## config.mk

```make
export PLATFORM = sky130hd
export DESIGN_NAME = keypad_mem_writer
export DESIGN_NICKNAME = d
export VERILOG_FILES = /design/src/rtl/keypad_mem_writer.sv
export SDC_FILE = /design/constraint.sdc
export NUM_CORES = 1
export LEC_CHECK = 0
export ABC_AREA = 1
export BUFFER_PORTS_ARGS = -buffer_cell sky130_fd_sc_hd__buf_2
export CAP_MARGIN = 20
export CORE_AREA = 2 2 140 142
export DETAILED_ROUTE_END_ITERATION = 8
export DIE_AREA = 0 0 142 144
export GPL_TIMING_DRIVEN = 0
export PLACE_DENSITY = 0.78
export SYNTH_ARGS = -nofsm -noshare
export SYNTH_HDL_FRONTEND = slang
export SYNTH_SLANG_ARGS = --single-unit
```

## constraint.sdc

```tcl
create_clock -name clk -period 3.71 [get_ports clk]
set_input_delay 0.742 -clock clk [delete_from_list [all_inputs] [get_ports clk]]
set_output_delay 0.742 -clock clk [all_outputs]
set_load 0.03 [all_outputs]
```

## src/rtl/keypad_mem_writer.sv

```systemverilog
// keypad_mem_writer: debounced 4-digit BCD keypad entry, committed as a binary word
// to successive memory addresses until DEPTH words have been written.
module keypad_mem_writer #(
   parameter int DEBOUNCE_CYCLES = 650000,
   parameter int DEPTH = 32,
   parameter int ADDR_W = 5,
   parameter int DATA_W = 32
) (
   input  logic              clk,
   input  logic              reset,
   input  logic              button1,
   input  logic              button2,
   input  logic              button3,
   input  logic              button4,
   input  logic              button,
   output logic              mem_we,
   output logic [ADDR_W-1:0] mem_addr,
   output logic [DATA_W-1:0] mem_wdata,
   output logic [15:0]       entry_bcd,
   output logic              busy,
   output logic              done
);
   localparam int CW = $clog2(DEBOUNCE_CYCLES + 1);
   typedef enum logic [1:0] {IDLE, CONVERT, WRITE} state_t;
   logic [4:0] raw, press;
   assign raw = {button, button4, button3, button2, button1};
   for (genvar i = 0; i < 5; i++) begin : g_db
      logic [CW-1:0] cnt_q, cnt_d;
      logic samp_q, db_q, db_d, press_q;
      always_comb begin
         cnt_d = (raw[i] != samp_q) ? CW'(1) :
                 (cnt_q == CW'(DEBOUNCE_CYCLES)) ? cnt_q : cnt_q + CW'(1);
         db_d = (cnt_d == CW'(DEBOUNCE_CYCLES)) ? raw[i] : db_q;
      end
      always_ff @(posedge clk) begin
         if (reset) begin
            cnt_q   <= '0;
            samp_q  <= 1'b0;
            db_q    <= 1'b0;
            press_q <= 1'b0;
         end else begin
            cnt_q   <= cnt_d;
            samp_q  <= raw[i];
            db_q    <= db_d;
            press_q <= db_d & ~db_q;
         end
      end
      assign press[i] = press_q;
   end
   state_t            state_q;
   logic [13:0]       acc_q, acc_d;
   logic [1:0]        k_q;
   logic [3:0]        dig;
   logic [ADDR_W-1:0] ptr_q, addr_q;
   logic [DATA_W-1:0] wdata_q;
   logic [15:0]       entry_q, entry_d;
   logic              we_q, busy_q, done_q;
   // k walks thousands..units, so the nibble offset is 4*(3-k)
   assign dig   = entry_q[{~k_q, 2'b00} +: 4];
   assign acc_d = acc_q * 14'd10 + {10'd0, dig};
   always_comb begin
      entry_d = entry_q;
      for (int j = 0; j < 4; j++)
         if (press[j])
            entry_d[12-4*j +: 4] = (entry_q[12-4*j +: 4] == 4'd9) ? 4'd0 : entry_q[12-4*j +: 4] + 4'd1;
   end
   always_ff @(posedge clk) begin
      if (reset) begin
         state_q <= IDLE;
         acc_q   <= '0;
         k_q     <= '0;
         ptr_q   <= '0;
         addr_q  <= '0;
         wdata_q <= '0;
         entry_q <= '0;
         we_q    <= 1'b0;
         busy_q  <= 1'b0;
         done_q  <= 1'b0;
      end else begin
         case (state_q)
            IDLE: begin
               if (press[4] && !done_q) begin
                  state_q <= CONVERT;
                  acc_q   <= '0;
                  k_q     <= '0;
                  busy_q  <= 1'b1;
               end else begin
                  entry_q <= entry_d;
               end
            end
            CONVERT: begin
               acc_q <= acc_d;
               k_q   <= k_q + 2'd1;
               if (k_q == 2'd3) begin
                  state_q <= WRITE;
                  we_q    <= 1'b1;
                  addr_q  <= ptr_q;
                  wdata_q <= DATA_W'(acc_d);
               end
            end
            WRITE: begin
               state_q <= IDLE;
               we_q    <= 1'b0;
               busy_q  <= 1'b0;
               entry_q <= '0;
               if (ptr_q == ADDR_W'(DEPTH - 1)) done_q <= 1'b1;
               else ptr_q <= ptr_q + 1'b1;
            end
            default: state_q <= IDLE;
         endcase
      end
   end
   assign mem_we    = we_q;
   assign mem_addr  = addr_q;
   assign mem_wdata = wdata_q;
   assign entry_bcd = entry_q;
   assign busy      = busy_q;
   assign done      = done_q;
endmodule

```

## Word-level counts from Yosys, hierarchy flattened

Cells that the tools add are included.

| word-level totals | value |
|---|---|
| register bits after elaboration | 176 |
| bits of input ports | 7 |
| logic and storage cells | 142 |
| output and inout bits | 56 |

| operators by class | value |
|---|---|
| multipliers | 1 |
| bitwise logic cells | 12 |
| reductions and logical operators | 17 |
| eq/ne operators | 30 |
| mux-type cells | 36 |
| add/sub/neg operators | 12 |
| shifts and indexed selects | 1 |

Operators by type and width:

| cell | count |
|---|---|
| $eq A20 B20 Y1 const B | 10 |
| $mux W20 | 10 |
| $add A20 B1 Y20 const B | 5 |
| $mux W4 | 8 |
| $pmux W16 S2 | 1 |
| $pmux W14 S2 | 1 |
| $add A4 B1 Y4 const B | 4 |
| $eq A4 B4 Y1 const B | 4 |
| $mux W16 | 1 |
| $shiftx A16 B5 Y4 | 1 |
| $add A14 B4 Y14 | 1 |
| $mul A14 B3 Y13 const B | 1 |
| $mux W14 | 1 |
| $ne A2 B2 Y1 const B | 7 |
| $reduce_and A2 Y1 | 7 |
| $reduce_and A3 Y1 | 4 |
| $pmux W2 S2 | 2 |
| $mux W1 | 7 |
| $mux W2 | 3 |
| $not A1 Y1 | 6 |
| $reduce_bool A2 Y1 | 3 |
| $add A5 B1 Y5 const B | 1 |
| $and A1 B1 Y1 | 5 |
| $eq A5 B5 Y1 const B | 1 |
| other kinds (9) | 15 |

## Longest topological paths before layout

| logic depth | value |
|---|---|
| word-level depth | 6 |
| depth in mapped cells | 19 |
| mapped depth without buffers | 18 |

## Least setup slack after synthesis

Ideal clock, no wire load.

| timing | value |
|---|---|
| path kind | reg2reg |
| from | register k_q[0] |
| to | register wdata_q[13], in the netlist mem_wdata[13] |
| setup time | 109 ps |
| buffers on the path | 1 |
| arrival time | 2472 ps |
| slack | 1129 ps |
| stages on the path, launching flop included | 19 |
| cells stage by stage | dfxtp_1 clkbuf_1 clkinv_1 o21ai_0 a21oi_1 a21oi_1 ha_1 fa_1 nand3_1 nand2_1 nand3_1 nor2_2 nand2_1 nor2_2 nand3_2 o21bai_1 nand3_1 nand2_1 inv_1 |

| between the ends | value |
|---|---|
| longest elaborated chain between the ends | 3 |
| elaborated cells on any way between the ends | 5 |
| those cells by class | 1 x add/sub; 1 x eq/ne; 1 x shift; 1 x bitwise; 1 x reduce/logical |

Ends and longest elaborated chain:

| element | line | RTL |
|---|---|---|
| from (decl) | 52 | `logic [1:0] k_q;` |
| from (signal assigned) | 93 | `k_q <= k_q + 2'd1;` |
| $not A2 Y2 | 59 | `assign dig = entry_q[{~k_q, 2'b00} +: 4];` |
| $shiftx A16 B5 Y4 | 59 |  |
| $add A14 B4 Y14 | 60 | `assign acc_d = acc_q * 14'd10 + {10'd0, dig};` |
| to (signal assigned) | 98 | `wdata_q <= DATA_W'(acc_d);` |
| to (decl) | 55 | `logic [DATA_W-1:0] wdata_q;` |

Several ways; a longest one is shown, not always the timed one.
A chain may end at the register's enable or synchronous reset.

## Worst setup path after layout

Ends and elaborated chain as after synthesis.

==> Flow_metrics.wiki <==
{| class="wikitable"
! Metric !! Value
|-
| Count of hold buffers inserted by post-cts repair || 0
|-
| Synthesized area || 11200 um^2
|-
| Pin count of the biggest net entering global routing || 19
|-
| Post-CTS setup buffer count || 0
|-
| Fin util || 0.649
|-
| Proportion of synthesized chip area in sequential cells || 0.312
|-
| Run status || complete, no violations
|-
| Gate count after technology mapping || 1806
|-
| Number of flip-flops and latches in the synthesized netlist || 175
|-
| Hold Vio Cnt, Final || 0
|-
| Number of inserted filler cells in the final layout || 1807
|-
| Count of instances resized after the clock tree is built || 0
|-
| Startpoint types || flip-flop
|-
| Number of global-route vias before repair || 10500
|-
| Hold Path Class || flip-flop to flip-flop
|-
| Worst IR Drop VDD || 0.306 mV
|-
| Tot GR Track Use || 0.299
|-
| Buffers from clock root to sink, at most || 2
|-
| Largest clock skew in the final design || 0.00993 ns
|-
| Routed via count || 11500
|-
| Part of the cycle the worst path needs || 0.821
|-
| Via/cell ratio || 5.39
|-
| Average wire per standard cell || 14.1 um
|-
| Placed Instances || 2105
|-
| Floorplan Core Area || 19100 um^2
|-
| Clock group share of total power || 0.455
|-
| # Max-Cap Violations || 0
|-
| Setup violators final || 0
|-
| Number of library cell types mapped by synthesis || 44
|-
| Die area || 20400 um^2
|-
| Crit Path Category || flip-flop to flip-flop
|-
| Cell chosen for the clock root || sky130_fd_sc_hd__clkbuf_16
|-
| Number of nets with antenna violations after detailed routing || 0
|-
| Final weighted congestion in routability-driven placement || 0.935
|-
| TritonCTS clock tree || yes
|-
| Die Width || 142 um
|-
| RSZ-0062 raised after global routing || no
|-
| HPWL after detailed placement || 23300 um
|-
| Clock latency of the later-clocked register in the worst-skew pair || 0.44 ns
|-
| Total negative slack || 0 ns
|-
| Diode count || 0
|-
| Sw Pwr || 1.04 mW
|-
| Initial antenna violation count || 0
|-
| Growth of design area from synthesis to finish || 10.5%
|-
| Post-route minimum period || 3.05 ns
|-
| Mean cell area of the mapped netlist || 6.21 um^2
|-
| Router iterations before antenna repair || 5
|-
| Synth warn || 0
|-
| CP Data Arrival Time || 3.39 ns
|-
| Top Ports || 63
|-
| Required time of the critical path || 4.06 ns
|-
| Highest achievable clock rate || 0.328 GHz
|-
| Total wire length after detailed routing || 30200 um
|-
| Pwr dens || 319 nW/um^2
|-
| Violation count after the first detailed-route iteration || 598
|-
| Slew Viols, Final || 0
|-
| Post-Route Hold Slack || 0.455 ns
|-
| Post-layout nets || 1938
|-
| Share of final-layout standard cells stronger than drive strength 1 || 0.0885
|-
| Layout Cells excl Fill || 2137
|-
| TritonCTS buffer count || 17
|-
| Number of rows in the core area || 51
|-
| Sink Count || 175
|-
| Port-buffer cells || 44
|-
| Slew at the pin closest to its max-slew limit || 0.955 ns
|-
| Htree depth || 4
|-
| Slew HR || 0.364
|-
| Clock-pin slew reported for the worst setup and hold paths after clock tree synthesis || 0.08 ns
|-
| Pint || 2.92 mW
|-
| Switching share of total power || 0.263
|-
| Wire length of the first global-routing pass || 49100 um
|-
| Initial Util || 0.588
|-
| Vert. Die Dim || 144 um
|-
| Sequential fraction of design power || 0.481
|-
| Worst-path fanout max || 10
|-
| Share of total power in combinational logic || 0.064
|-
| Lkg Pwr || 5.38 nW
|-
| Total overflow reported by the global router || 0
|-
| Number of remaining DRC errors || 0
|-
| Type of element capturing the critical path || flip-flop
|}
kinds of logic after synthesis:
group	after synthesis	share of synthesized area
fa+ha+maj	45	0.0515
buf+inv	284	0.102
xor+xnor	33	0.0298
flops	175	0.312
simple gates	1107	0.426
other cells	1	0.000334
compound gates	161	0.0781
state kept, by name, summed over array words and instances, names as in the netlist:
signal,count
mem_we,1
done,1
acc_q,13
k_q,2
g_db.db_q,5
state_q,2
g_db.samp_q,5
mem_wdata,14
entry_bcd,16
busy,1
g_db.cnt_q,100
mem_addr,5
ptr_q,5
g_db.press_q,5
power groups by stage:
stage	sequential, mW	combinational, mW	clock, mW
CTS	1.90	0.251	1.83
global placement	1.95	0.248	0
detailed placement	1.95	0.250	0
global route	1.91	0.280	1.91
finish	1.90	0.253	1.80
floorplan	1.94	0.182	0
layout by cell type (no fill, tap or decap), types with 19 or more instances in the layout:
cell	n
sky130_fd_sc_hd__nor3_1	45
sky130_fd_sc_hd__nand4_1	53
sky130_fd_sc_hd__nor2_2	19
sky130_fd_sc_hd__a21oi_1	82
sky130_fd_sc_hd__clkbuf_1	19
sky130_fd_sc_hd__dfxtp_1	175
sky130_fd_sc_hd__nor2_1	345
sky130_fd_sc_hd__inv_1	223
sky130_fd_sc_hd__nand2_1	432
sky130_fd_sc_hd__o21ai_0	46
sky130_fd_sc_hd__ha_1	43
sky130_fd_sc_hd__nand3_1	173
sky130_fd_sc_hd__buf_2	55
worst paths after layout:
kind | slack [ns] | start | cells after the start | to
worst max-delay path | 0.66 | k_q[0] | 18 | mem_wdata[13]
worst min-delay path | 0.46 | ptr_q[3] | 1 | ptr_q[3]
worst max register to register | 0.66 | k_q[0] | 18 | mem_wdata[13]
worst min register to register | 0.46 | ptr_q[3] | 1 | ptr_q[3]
worst max-delay path, stage by stage, from the launching register on:
cell and delay [ns]:
sky130_fd_sc_hd__dfxtp_1 0.34, sky130_fd_sc_hd__clkbuf_1 0.29, sky130_fd_sc_hd__clkinv_1 0.30, sky130_fd_sc_hd__o21ai_0 0.23
sky130_fd_sc_hd__a21oi_1 0.07, sky130_fd_sc_hd__a21oi_1 0.16, sky130_fd_sc_hd__ha_1 0.21, sky130_fd_sc_hd__fa_1 0.21
sky130_fd_sc_hd__nand3_1 0.08, sky130_fd_sc_hd__nand2_1 0.10, sky130_fd_sc_hd__nand3_1 0.15, sky130_fd_sc_hd__nor2_2 0.15
sky130_fd_sc_hd__nand2_1 0.07, sky130_fd_sc_hd__nor2_2 0.14, sky130_fd_sc_hd__nand3_2 0.12, sky130_fd_sc_hd__o21bai_1 0.15
sky130_fd_sc_hd__nand3_1 0.10, sky130_fd_sc_hd__nand2_1 0.07, sky130_fd_sc_hd__inv_1 0.03
cells in the mapped netlist (all sizes together):
| cell | instances | area (um^2) |
|---|---|---|
| a211oi | 1 | 7.51 |
| a21boi | 2 | 15.0 |
| a21o | 2 | 15.0 |
| a21oi | 82 | 410 |
| a2bb2oi | 1 | 8.76 |
| a31o | 1 | 8.76 |
| and2 | 5 | 31.3 |
| and3 | 1 | 6.26 |
| buf | 32 | 201 |
| clkbuf | 19 | 71.3 |
| clkinv | 3 | 11.3 |
| conb | 1 | 3.75 |
| dfxtp | 175 | 3500 |
| fa | 2 | 40.0 |
| ha | 43 | 538 |
| inv | 230 | 863 |
| nand2 | 442 | 1680 |
| nand3 | 178 | 916 |
| nand3b | 4 | 30.0 |
| nand4 | 53 | 332 |
| nor2 | 371 | 1490 |
| nor3 | 47 | 245 |
| nor4 | 1 | 6.26 |
| o211a | 1 | 10.0 |
| o211ai | 2 | 15.0 |
| o21a | 4 | 30.0 |
| o21ai | 54 | 270 |
| o21bai | 10 | 78.8 |
| o22ai | 1 | 6.26 |
| or2 | 5 | 31.3 |
| xnor2 | 17 | 171 |
| xor2 | 16 | 163 |
final cells by class:
class / instances / area [um^2] / share of cell area
multi-input cells: 1364 / 6630 / 0.535
flip-flops and latches: 175 / 3500 / 0.283
inverters: 233 / 875 / 0.0706
clock buffers: 17 / 425 / 0.0343
well taps: 238 / 298 / 0.0240
plain buffers: 51 / 273 / 0.0220
repair buffers: 44 / 220 / 0.0178
clock inverters: 15 / 166 / 0.0134
metrics by stage:
stage               power, mW  setup slack (ns)  instance area (um^2)
CTS                      3.98             0.683                 12400
finish                   3.96             0.664                 12400
detailed placement       2.20             0.706                 11800
global placement         2.20             0.780                 11800
floorplan                2.13              1.13                 11300
global route             4.09             0.308                 12400
routing by layer:
| layer | vias to the layer above | wire (um) | global-route usage |
|---|---|---|---|
| met5 | - | 0 | 0 |
| met4 | 0 | 900 | 0.122 |
| met3 | 65 | 1790 | 0.0470 |
| met2 | 323 | 14400 | 0.521 |
| met1 | 5241 | 13000 | 0.370 |
| li1 | 5883 | - | - |
Power figures use the tool's default switching activity.
